==> src/rtl/acc_pkg.sv <==
// Shared constants for the adder-result block accumulator.
package acc_pkg;

   localparam int DEF_DATA_W = 32;
   localparam int DEF_ACC_W  = 40;

   typedef enum logic [1:0] {
      ST_IDLE  = 2'd0,
      ST_ACCUM = 2'd1,
      ST_HOLD  = 2'd2
   } state_t;

endpackage

==> src/rtl/acc_add_sat.sv <==
// Combinational ACC_W accumulator adder.
// With ACC_SATURATE_EN defined, a carry-out clamps the result to all ones.
module acc_add_sat
   import acc_pkg::*;
#(
   parameter int ACC_W = DEF_ACC_W
) (
   input  logic [ACC_W-1:0] acc,
   input  logic [ACC_W-1:0] addend,
   output logic [ACC_W-1:0] sum,
   output logic             ovf
);

   logic [ACC_W:0] full;

   always_comb begin
      full = {1'b0, acc} + {1'b0, addend};
      ovf  = full[ACC_W];
`ifdef ACC_SATURATE_EN
      sum  = ovf ? '1 : full[ACC_W-1:0];
`else
      sum  = full[ACC_W-1:0];
`endif
   end

endmodule

==> src/rtl/acc_block_32.sv <==
// Sums BLOCK_LEN adder results ({cout,sum}) and hands out one total per block.
// Optional ACC_SATURATE_EN selects saturating instead of wrapping accumulation.
module acc_block_32
   import acc_pkg::*;
#(
   parameter int DATA_W    = DEF_DATA_W,
   parameter int ACC_W     = DEF_ACC_W,
   parameter int BLOCK_LEN = 16
) (
   input  logic              clk,
   input  logic              rst,
   input  logic              clr,
   input  logic              in_valid,
   output logic              in_ready,
   input  logic [DATA_W-1:0] in_sum,
   input  logic              in_cout,
   output logic              out_valid,
   input  logic              out_ready,
   output logic [ACC_W-1:0]  out_data,
   output logic              out_ovf,
   output logic              busy
);

   localparam int CNT_W = $clog2(BLOCK_LEN + 1);

   state_t             state;
   state_t             state_nx;
   logic [ACC_W-1:0]   acc;
   logic [CNT_W-1:0]   count;
   logic               ovf;
   logic [ACC_W-1:0]   add_sum;
   logic               add_ovf;
   logic               accept;
   logic               last;

   assign in_ready = (state != ST_HOLD);
   assign busy     = (state != ST_IDLE);
   assign accept   = in_valid && in_ready;
   assign last     = (count == CNT_W'(BLOCK_LEN - 1));

   acc_add_sat #(
      .ACC_W (ACC_W)
   ) u_add (
      .acc    (acc),
      .addend (ACC_W'({in_cout, in_sum})),
      .sum    (add_sum),
      .ovf    (add_ovf)
   );

   always_comb begin
      state_nx = state;
      if (clr) begin
         state_nx = ST_IDLE;
      end else begin
         unique case (state)
            ST_IDLE, ST_ACCUM: if (accept) state_nx = last ? ST_HOLD : ST_ACCUM;
            ST_HOLD:           if (out_ready) state_nx = ST_IDLE;
            default:           state_nx = ST_IDLE;
         endcase
      end
   end

   always_ff @(posedge clk or posedge rst) begin
      if (rst) state <= ST_IDLE;
      else     state <= state_nx;
   end

   // clr outranks everything; the drain and accept paths never overlap
   always_ff @(posedge clk or posedge rst) begin
      if (rst) begin
         acc       <= '0;
         count     <= '0;
         ovf       <= 1'b0;
         out_valid <= 1'b0;
         out_data  <= '0;
         out_ovf   <= 1'b0;
      end else if (clr) begin
         acc       <= '0;
         count     <= '0;
         ovf       <= 1'b0;
         out_valid <= 1'b0;
         out_data  <= '0;
         out_ovf   <= 1'b0;
      end else if (accept) begin
         acc   <= add_sum;
         count <= count + CNT_W'(1);
         ovf   <= ovf | add_ovf;
         if (last) begin
            out_data  <= add_sum;
            out_ovf   <= ovf | add_ovf;
            out_valid <= 1'b1;
         end
      end else if (state == ST_HOLD && out_ready) begin
         out_valid <= 1'b0;
         acc       <= '0;
         count     <= '0;
         ovf       <= 1'b0;
      end
   end

endmodule

==> config.mk <==
export PLATFORM = sky130hd
export DESIGN_NAME = acc_block_32
export DESIGN_NICKNAME = d
export VERILOG_FILES = /design/src/rtl/acc_pkg.sv /design/src/rtl/acc_add_sat.sv /design/src/rtl/acc_block_32.sv
export SDC_FILE = /design/constraint.sdc
export NUM_CORES = 1
export LEC_CHECK = 0
export BUFFER_PORTS_ARGS = -buffer_cell sky130_fd_sc_hd__clkbuf_2
export CORE_ASPECT_RATIO = 1.25
export CORE_MARGIN = 8
export CORE_UTILIZATION = 40
export CTS_BUF_LIST = sky130_fd_sc_hd__clkbuf_4
export DETAILED_ROUTE_END_ITERATION = 8
export PLACE_DENSITY = 0.64
export SLEW_MARGIN = 20
export SYNTH_ARGS = -nofsm -noshare
export SYNTH_HDL_FRONTEND = slang
export SYNTH_SLANG_ARGS = --single-unit
==> constraint.sdc <==
create_clock -name clk -period 3.5 [get_ports clk]
set_input_delay 0.7 -clock clk [delete_from_list [all_inputs] [get_ports clk]]
set_output_delay 0.7 -clock clk [all_outputs]
set_load 0.005 [all_outputs]
==> results of run 1 <==
## layout make-up
| type | count | area share [%] |
|---|---|---|
| Multi-Input combinational cell | 424 | 49.3 |
| Sequential cell | 90 | 36.4 |
| Timing Repair Buffer | 88 | 7.61 |
| Tap cell | 171 | 3.46 |
| Clock buffer | 12 | 1.46 |
| Clock inverter | 3 | 1.05 |
| Inverter | 11 | 0.688 |
| Antenna cell | 1 | 0.0405 |
## worst max-delay path: stages, from the launching register on
cell and delay [ps]:
dfrtp_1 410, ha_1 220, fa_1 410, a21o_1 200
a21boi_0 260, o21ai_1 170, o21ai_2 250, nand3_1 230
a41oi_1 330, xnor2_1 110, a22o_1 200
## through the flow
step	setup slack, ps	utilization [%]
after floorplan	465	-
after global placement	336	45.3
after detailed placement	259	45.3
after CTS	655	46.5
after global routing	480	46.5
final	617	46.5
## report_power, final
| group | total [mW] | internal [mW] | switching, mW |
|---|---|---|---|
| Clock | 0.660 | 0.310 | 0.349 |
| Combinational | 0.940 | 0.372 | 0.567 |
| Sequential | 1.15 | 1.11 | 0.0418 |
| Total | 2.75 | 1.79 | 0.959 |
## Yosys cell counts, types with 3 or more instances
master | count | share of area, %
nor2b_1 | 6 | 0.69
mux2i_1 | 3 | 0.55
clkbuf_1 | 23 | 1.6
o21a_1 | 3 | 0.41
a21oi_1 | 39 | 3.6
a21o_1 | 16 | 2.2
a21boi_0 | 3 | 0.41
nand3_1 | 12 | 1.1
buf_2 | 4 | 0.37
nor2_1 | 30 | 2.1
a31oi_1 | 7 | 0.80
nor3_1 | 7 | 0.64
o211ai_1 | 5 | 0.69
a32o_1 | 4 | 0.73
and3_1 | 5 | 0.57
nand2_1 | 52 | 3.6
or4_1 | 3 | 0.41
nand4_1 | 6 | 0.69
xor2_1 | 16 | 2.6
and4_1 | 4 | 0.64
ha_1 | 35 | 8.0
o31ai_1 | 3 | 0.41
or2_2 | 5 | 0.57
dfrtp_1 | 90 | 41
a22o_1 | 62 | 9.9
inv_1 | 11 | 0.76
and2_1 | 5 | 0.57
o21ai_0 | 27 | 2.5
o21ai_1 | 6 | 0.55
xnor2_1 | 21 | 3.4
## kinds of logic (layout without fill, tap and decap cells)
group | Yosys count | count (layout) | share of synthesized area (%)
muxes | 3 | 3 | 0.549
AOI/OAI and AO/OA | 203 | 203 | 27.8
xor gates and xnor gates | 37 | 37 | 5.93
and+or+nand+nor | 145 | 145 | 12.9
buffers and inverters | 43 | 114 | 3.23
DFF | 90 | 90 | 41.2
other | 0 | 1 | 0
adders and majority gates | 36 | 36 | 8.38
## worst paths after layout
| path | start | slack, ps | end |
|---|---|---|---|
| max in group asynchronous | rst | 2530 | out_data[6]$_DFFE_PP0P_ |
| min | rst | 280 | out_data[25]$_DFFE_PP0P_ |
| min reg2reg | out_data[38]$_DFFE_PP0P_ | 500 | out_data[38]$_DFFE_PP0P_ |
| max | acc[0]$_DFFE_PP0P_ | 620 | out_data[26]$_DFFE_PP0P_ |
| max reg2reg | acc[0]$_DFFE_PP0P_ | 620 | out_data[26]$_DFFE_PP0P_ |
| min in group clk | in_valid | 480 | state[0]$_DFFE_PP0P_ |
## placed cells by master (no fill, tap or decap), drive strengths merged, types with 9 or more instances in the layout
cell type,netlist,final
clkbuf,25,93
dfrtp,90,90
a22o,62,62
nand2,52,52
a21oi,40,40
ha,35,35
o21ai,34,34
nor2,30,30
xnor2,21,21
a21o,17,17
xor2,16,16
nand3,12,12
inv,11,10
a31oi,9,9
## flip-flops by register name (all words and copies together), names as in the netlist
name and cells:
acc 40, count 5, out_data 40, out_ovf 1, out_valid 1, ovf 1
state 2
## layer usage
layer / global-route usage, % / part of all wire [%] / vias to the layer above
li1: - / - / 2211
met1: 20.0 / 44 / 2181
met2: 26.1 / 49 / 128
met3: 3.28 / 5.4 / 19
met4: 5.45 / 1.5 / 0
met5: 0 / 0 / -
==> run_results.csv, run 1 <==
group,metric,value,unit
grt,antenna_found_initial,1,
synthesis,ys_warn_count,0,
sta,final.setup_skew,17.6,ps
clocking,hold_buffers,0,
place,gp_congestion,0.853,
die,die-area,0.0177,sq mm
cells_and_area,fin_area,0.00618,sq mm
clocking,root_buffer,"clkbuf_4",
cells_and_area,nFillCells,1267,
drt,num_vias,4539,
sta,fmax,0.347,GHz
drt,drc_errors,0,
drt,vias_per_cell,5.67,
pwr,leakagePower,3.06,nW
synthesis,syn_area,0.00547,sq mm
sta,maxSlewViolCount,0,
place,portBuffers,81,
synthesis,async_flop_share,100,%
drt,wire_per_inst,17.4,um
synthesis,synth_cell_types,67,
die,num_rows,47,
sta,tns,0,ps
pwr,p_per_area,444,mW/mm^2
clocking,clk_latency,440,ps
status,status,"finished, final reports clean",
synthesis,seq_area_frac_synth,41.2,%
cells_and_area,multi_input_area,0.00304,sq mm
clocking,cts_buffers,9,
sta,post-route-period-util,82.4,%
die,die_h,147,um
grt,grt_start_max_net_pins,57,
drt,drt_wl_total,13.9,mm
cells_and_area,instances_no_fill,800,
synthesis,syn_area_per_cell,9.81,sq um
place,dp_hpwl,10.3,mm
sta,rsz0062_at_grt,"no",
clocking,clockBufferDepth,2,
cells_and_area,drive_gt1_share,20.2,%
cells_and_area,seq_area,0.00225,sq mm
drt,drt-initial-drc-count,236,
worst_setup_path,crit_type,"reg2reg",
grt,grt_pass1_vias,4635,
drt,first_pass_iters,5,
sta,tightest_slew,625,ps
clocking,htree_levels,3,
drt,final_antenna_net_count,0,
die,fp.dieW,121,um
die,core,0.0133,sq mm
cells_and_area,final_nets,698,
worst_setup_path,cp_max_fo,4,
clocking,cts.sinks,90,
worst_setup_path,ff2ff_path_depth,10,
clocking,clk_pin_slew,140,ps
die,io_pins,82,
worst_setup_path,end_kind,"flip-flop",
worst_setup_path,cp_data_required_time,3850,ps
worst_setup_path,crit_path_start_kind,"flip-flop",
sta,fin_crit,2880,ps
grt,grt_usage,15.8,%
clocking,cts_resized,0,
sta,hold_ws,284,ps
clocking,cts_tree,"done",
synthesis,syn_nets,631,
synthesis,synth-seq-cells,90,
run,cap_violations,0,
sta,slew_headroom,58.3,%
synthesis,synth_edf_count,0,
place,placed_cell_area,0.00602,sq mm
grt,grt_pass1_wl,23.1,mm
worst_hold_path,hold_class,"in2async",
grt,grt_overflow,0,
worst_setup_path,crit_arrival,3240,ps
place,place_inst,784,
cells_and_area,area_delta_synth_final,13.1,%
sta,setup_viol,0,
die,start_util,41.1,%
synthesis,ys.flop_type,"dfrtp_1",
synthesis,synthCells,557,
sta,hold_violations,0,
clocking,post-cts-setup-buffers,0,
pwr,peakVddDrop,0.174,mV
pwr,p_total,2.75,mW
Power figures use the tool's default switching activity.
==> run 2, diff against run 1 <==
Settings changed: ABC_AREA set to 1.
Clock period 3.5 ns to 2.75 ns, I/O delays scaled along.
==> run 2 against run 1 <==
Net effect:
- critical path depth rose by 1
- highest routed layer unchanged
- largest cell class unchanged
- count of clock-buffer cells in the layout fell by 3
- sequential power rose by 27%
- sequential share of layout area fell by 4.7 points
==> run_results.csv, run 2 <==
group,metric,value,unit
sta,setup_viol,0,
drt,drt_wl_total,17.6,mm
worst_setup_path,cp_max_fo,5,
run,cap_violations,0,
clocking,cts_resized,0,
synthesis,yosysMostFrequentCell,"nand2_1",
grt,grt_usage,18.7,%
sta,fmax,0.429,GHz
clocking,clockBufferDepth,2,
worst_setup_path,crit_type,"reg2reg",
drt,final_antenna_net_count,0,
worst_setup_path,worst-r2r-setup-slack,420,ps
die,die-area,0.0200,sq mm
place,dp_hpwl,14.1,mm
sta,post-route-period-util,84.8,%
sta,tns,0,ps
worst_setup_path,crit_path_cell_trace,"ha_1 -> fa_1 -> nand3_1 -> nand3_2 -> nand2_1 -> nand2_1 -> nand2_1 -> nand3_2 -> a21oi_1 -> o21ai_0 -> o21ai_0",
worst_setup_path,cp_common_cell,"nand2_1",
cells_and_area,instances_no_fill,1249,
place,portBuffers,81,
grt,antenna_found_initial,1,
die,num_rows,51,
grt,grt_pass1_wl,29.7,mm
pwr,pwr-share-comb,32.7,%
synthesis,syn_area_per_cell,6.64,sq um
cells_and_area,final_nets,1105,
synthesis,yosys.area.top_type,"dfrtp_1",
worst_setup_path,crit_path_start_kind,"flip-flop",
cells_and_area,layout_commonest_cell,"nand2_1",
die,io_pins,82,
drt,first_pass_iters,5,
grt,grt_start_max_net_pins,38,
cells_and_area,area_delta_synth_final,12.8,%
worst_setup_path,cp_data_required_time,3170,ps
grt,grt_overflow,0,
synthesis,synth_edf_count,0,
pwr,clkPwrFrac,23.3,%
synthesis,synthCells,948,
die,die_h,156,um
pwr,leakagePower,4.17,nW
sta,rsz0062_at_grt,"no",
pwr,p_int,2.04,mW
synthesis,ys.flop_type,"dfrtp_1",
synthesis,seq_area_frac_synth,35.8,%
synthesis,synth_cell_types,38,
worst_setup_path,end_kind,"flip-flop",
synthesis,synth_commonest_cells,"nand2_1, inv_1, dfrtp_1",
pwr,p_seq_share,44.1,%
cells_and_area,drive_gt1_share,13.4,%
sta,maxSlewViolCount,0,
drt,drt-initial-drc-count,374,
synthesis,ys_warn_count,0,
drt,wire_per_inst,14.1,um
clocking,root_buffer,"clkbuf_4",
sta,final.setup_skew,32.3,ps
die,start_util,40.6,%
worst_setup_path,cp_slowest_cell,"fa_1",
worst_hold_path,hold_class,"in2async",
cells_and_area,reg_top3,"acc: 40 flops, out_data: 40 flops, count: 5 flops",
sta,hold_violations,0,
synthesis,async_flop_share,100,%
clocking,clk_latency,510,ps
clocking,cts_buffers,9,
place,gp_congestion,0.929,
drt,vias_per_cell,4.84,
drt,num_vias,6045,
synthesis,synth.area.top_cells,"dfrtp_1, nand2_1, inv_1",
clocking,cts_tree,"done",
place,place_inst,1232,
worst_setup_path,slowest_delay,430,ps
pwr,p_sw_share,38.6,%
clocking,hold_buffers,0,
grt,grt_pass1_vias,5991,
pwr,p_per_area,468,mW/mm^2
die,core,0.0155,sq mm
synthesis,syn_nets,1022,
synthesis,synth-seq-cells,90,
sta,tightest_slew,623,ps
clocking,clk_pin_slew,160,ps
drt,drc_errors,0,
worst_setup_path,crit_arrival,2760,ps
die,fp.dieW,128,um
sta,slew_headroom,58.4,%
clocking,post-cts-setup-buffers,0,
synthesis,synth_top_area_share,35.8,%
sta,fin_crit,2330,ps
clocking,cts.sinks,90,
pwr,switchingPower,1.28,mW
status,status,"finished, final reports clean",
pwr,peakVddDrop,0.272,mV
clocking,htree_levels,3,
cells_and_area,layout_common_cells,"nand2_1, inv_1, dfrtp_1",
synthesis,syn_area,0.00629,sq mm
## run 2: worst paths after layout
kind | end | startpoint | cells past startpoint
min in group clk | state[1]$_DFFE_PP0P_ | out_ready | 2
max in group asynchronous | count[0]$_DFFE_PP0P_ | rst | 3
setup reg to reg | out_data[22]$_DFFE_PP0P_ | acc[0]$_DFFE_PP0P_ | 11
setup / recovery | out_data[22]$_DFFE_PP0P_ | acc[0]$_DFFE_PP0P_ | 11
hold reg to reg | out_data[35]$_DFFE_PP0P_ | out_data[35]$_DFFE_PP0P_ | 2
hold / removal | out_data[29]$_DFFE_PP0P_ | rst | 2
## run 2: kinds of logic after synthesis
kind of cell               count (synthesis)  share of synthesized area (%)
xor gates and xnor gates                   4                          0.557
and+or+nand+nor                          568                           38.3
buffers and inverters                    151                           9.74
DFF                                       90                           35.8
AOI/OAI and AO/OA                         99                           8.35
adders and majority gates                 36                           7.28
## run 2: routing by layer
layer	up-vias	part of all wire (%)	track usage, %
met1	2735	46	23.5
met3	27	4.1	3.81
li1	3162	-	-
met2	121	47	30.6
met4	0	2.7	7.49
met5	-	0	0
## run 2: stage by stage
step                      worst slack, ps  util [%]  hold slack [ps]  area (sq um)  power (mW)
final                                 419      45.8             85.9          7100        3.32
after global routing                  209      45.8              121          7100        3.57
after CTS                             435      45.7             86.2          7090        3.37
after detailed placement              197      44.9              466          6960        2.58
after global placement                241      44.9              463          6960        2.57
after floorplan                       637         -              446          6300        2.27
## run 2: power by group through the flow
stage / sequential (mW) / clock (mW) / combinational [mW]
2_1_floorplan: 1.47 / 0 / 0.793
3_3_place_gp: 1.49 / 0 / 1.08
3_5_place_dp: 1.49 / 0 / 1.09
4_1_cts: 1.46 / 0.812 / 1.09
5_1_grt: 1.48 / 0.851 / 1.24
6_report: 1.46 / 0.774 / 1.09
## run 2: critical path: cells and delay by family (launching register included)
kind | cells | cell delay [ps]
AOI/OAI and AO/OA | 3 | 430
and+or+nand+nor | 6 | 750
DFF | 1 | 410
adders and majority gates | 2 | 660
## run 2: cell type report
cell class / instances / area [sq um]
Antenna cell: 2 / 5.00
Clock buffer: 9 / 67.6
Clock inverter: 6 / 66.3
Fill cell: 1691 / 8410
Inverter: 133 / 503
Multi-Input combinational cell: 707 / 3430
Sequential cell: 90 / 2250
Tap cell: 212 / 265
Timing Repair Buffer: 90 / 510
==> run 3, diff against run 2 <==
Settings changed: ABC_AREA 1 to 0.
Clock period 2.75 ns to 2.33 ns, I/O delays scaled along.
==> run 3 against run 2 <==
Net effect:
- the flow now finishes with violations (setup timing)
- die area down 12%
- non-clock buffer count grew 126
- setup slack lost 620 ps
- routed wire length down 6.7%
- combinational power increased by 120%
- clock power up 34%
- cell count decreased by 26%
- count of clock-buffer cells in the layout stayed put
- sequential cell count unchanged
==> run_results.csv, run 3 (same netlist as run 1, synthesis figures left out) <==
group,metric,value,unit
cells_and_area,fin_area,0.00799,sq mm
die,die_h,147,um
clocking,cts_tree,"done",
place,gp_congestion,0.912,
sta,post-route-period-util,109,%
drt,vias_per_cell,5.59,
place,portBuffers,81,
drt,drt-initial-drc-count,262,
clocking,root_buffer,"clkbuf_4",
worst_setup_path,crit_arrival,2900,ps
status,status,"finished, violations left",
clocking,cts.sinks,90,
drt,drt_wl_total,16.5,mm
cells_and_area,layout_common_cells,"buf_4, dfrtp_1, clkbuf_2",
die,num_rows,47,
pwr,switchingPower,1.89,mW
status,violations,"setup timing",
clocking,clk_latency,460,ps
clocking,clockBufferDepth,2,
clocking,cts_buffers,9,
grt,grt_pass1_wl,26.4,mm
cells_and_area,post-route-util,60.1,%
clocking,clk_pin_slew,160,ps
drt,final_antenna_net_count,0,
pwr,p_int,3.33,mW
sta,slew_headroom,65.4,%
die,start_util,41.1,%
pwr,p_seq_share,33.4,%
sta,tns,-4800,ps
worst_setup_path,crit_path_start_kind,"flip-flop",
cells_and_area,reg_top3,"acc: 40 flops, out_data: 40 flops, count: 5 flops",
run,cap_violations,0,
worst_setup_path,crit_type,"reg2reg",
sta,maxSlewViolCount,0,
cells_and_area,layout_commonest_cell,"buf_4",
pwr,clkPwrFrac,19.9,%
pwr,peakVddDrop,0.344,mV
pwr,p_sw_share,36.3,%
worst_hold_path,hold_class,"in2async",
drt,first_pass_iters,5,
die,fp.dieW,121,um
pwr,pwr-share-comb,46.6,%
sta,fmax,0.394,GHz
clocking,hold_buffers,0,
die,core,0.0133,sq mm
worst_setup_path,cp_data_required_time,2690,ps
grt,grt_pass1_vias,5257,
sta,fin_crit,2540,ps
sta,hold_violations,0,
sta,final.setup_skew,33.6,ps
cells_and_area,final_nets,826,
die,die-area,0.0177,sq mm
clocking,htree_levels,3,
sta,tightest_slew,519,ps
worst_setup_path,cp_max_fo,3,
sta,setup_viol,43,
place,placed_cell_area,0.00698,sq mm
sta,rsz0062_at_grt,"yes",
grt,grt_start_max_net_pins,91,
cells_and_area,area_delta_synth_final,46.3,%
die,io_pins,82,
sta,setup_slack,-206,ps
pwr,leakagePower,3.82,nW
cells_and_area,drive_gt1_share,46.2,%
worst_setup_path,end_kind,"flip-flop",
drt,num_vias,5190,
drt,drc_errors,0,
grt,grt_overflow,0,
drt,wire_per_inst,17.7,um
grt,antenna_found_initial,1,
place,dp_hpwl,11.6,mm
grt,grt_usage,18.1,%
place,dp_slack,-448,ps
pwr,p_per_area,653,mW/mm^2
-- run 3: cell types whose count changed in the layout (fill, tap and decap cells not counted), sizes merged, moves of 13 or more --
| cell | change |
|---|---|
| nand3 | -58 |
| buf | +126 |
| a21o | +16 |
| a22o | +61 |
| nand2 | -334 |
| xor2 | +15 |
| nor2 | -44 |
| inv | -120 |
| o21ai | -13 |
| xnor2 | +18 |
-- run 3: power by group through the flow --
stage	Combinational, mW	Clock [mW]	Sequential (mW)
floorplan	1.17	0	1.75
global placement	1.88	0	1.76
detailed placement	1.91	0	1.76
CTS	2.15	1.06	1.75
global route	2.62	1.12	1.76
finish	2.44	1.04	1.75
-- run 3: timing repair --
action	CTS	global route
gates resized for setup	67	56
hold endpoints to repair	0	0
endpoints found under the setup margin	53	59
setup buffers	13	13
pin swaps	54	33
-- run 3: worst paths after layout --
path,startpoint,end,slack [ps],depth (start not counted)
max in group asynchronous,rst,acc[26]$_DFFE_PP0P_,1830,3
worst min register to register,out_data[39]$_DFFE_PP0P_,out_data[39]$_DFFE_PP0P_,500,2
worst min-delay path,rst,out_data[0]$_DFFE_PP0P_,80,3
worst max-delay path,acc[0]$_DFFE_PP0P_,acc[26]$_DFFE_PP0P_,-210,12
min in group clk,in_valid,state[0]$_DFFE_PP0P_,240,2
worst max register to register,acc[0]$_DFFE_PP0P_,acc[26]$_DFFE_PP0P_,-210,12
-- run 3: layout make-up --
class	count	area, sq um
sequential	90	2250
inverter	11	45.0
clock buffer	9	67.6
multi-input combinational	424	3810
antenna	1	2.50
timing repair buffer	216	1500
tap	171	214
fill	1144	5300
clock inverter	7	97.6
-- run 3: critical path: stages, from the launching register on --
cell and delay [ps]:
dfrtp_1 440, ha_4 170, fa_2 350, a21o_1 200
a21boi_2 180, o21ai_2 90, o21ai_2 170, buf_6 140
buf_6 100, nand3_4 90, a41oi_2 190, xnor2_1 110
a22o_1 200
-- run 3: per-layer routing --
layer | up-vias | share of wire [%] | global-route usage (%) | routed length [um]
met3 | 30 | 4.2 | 3.09 | 685
li1 | 2462 | - | - | -
met1 | 2570 | 42 | 22.1 | 6920
met5 | - | 0 | 0 | 0
met4 | 0 | 2.3 | 6.39 | 382
met2 | 128 | 51 | 31.2 | 8470
-- run 3: stage by stage --
step | std cells | power [mW] | hold WS [ps]
finish | 929 | 5.22 | 80.8
detailed placement | 887 | 3.67 | 474
global placement | 887 | 3.64 | 463
CTS | 915 | 4.96 | 115
global route | 929 | 5.50 | 146
floorplan | 557 | 2.92 | 450
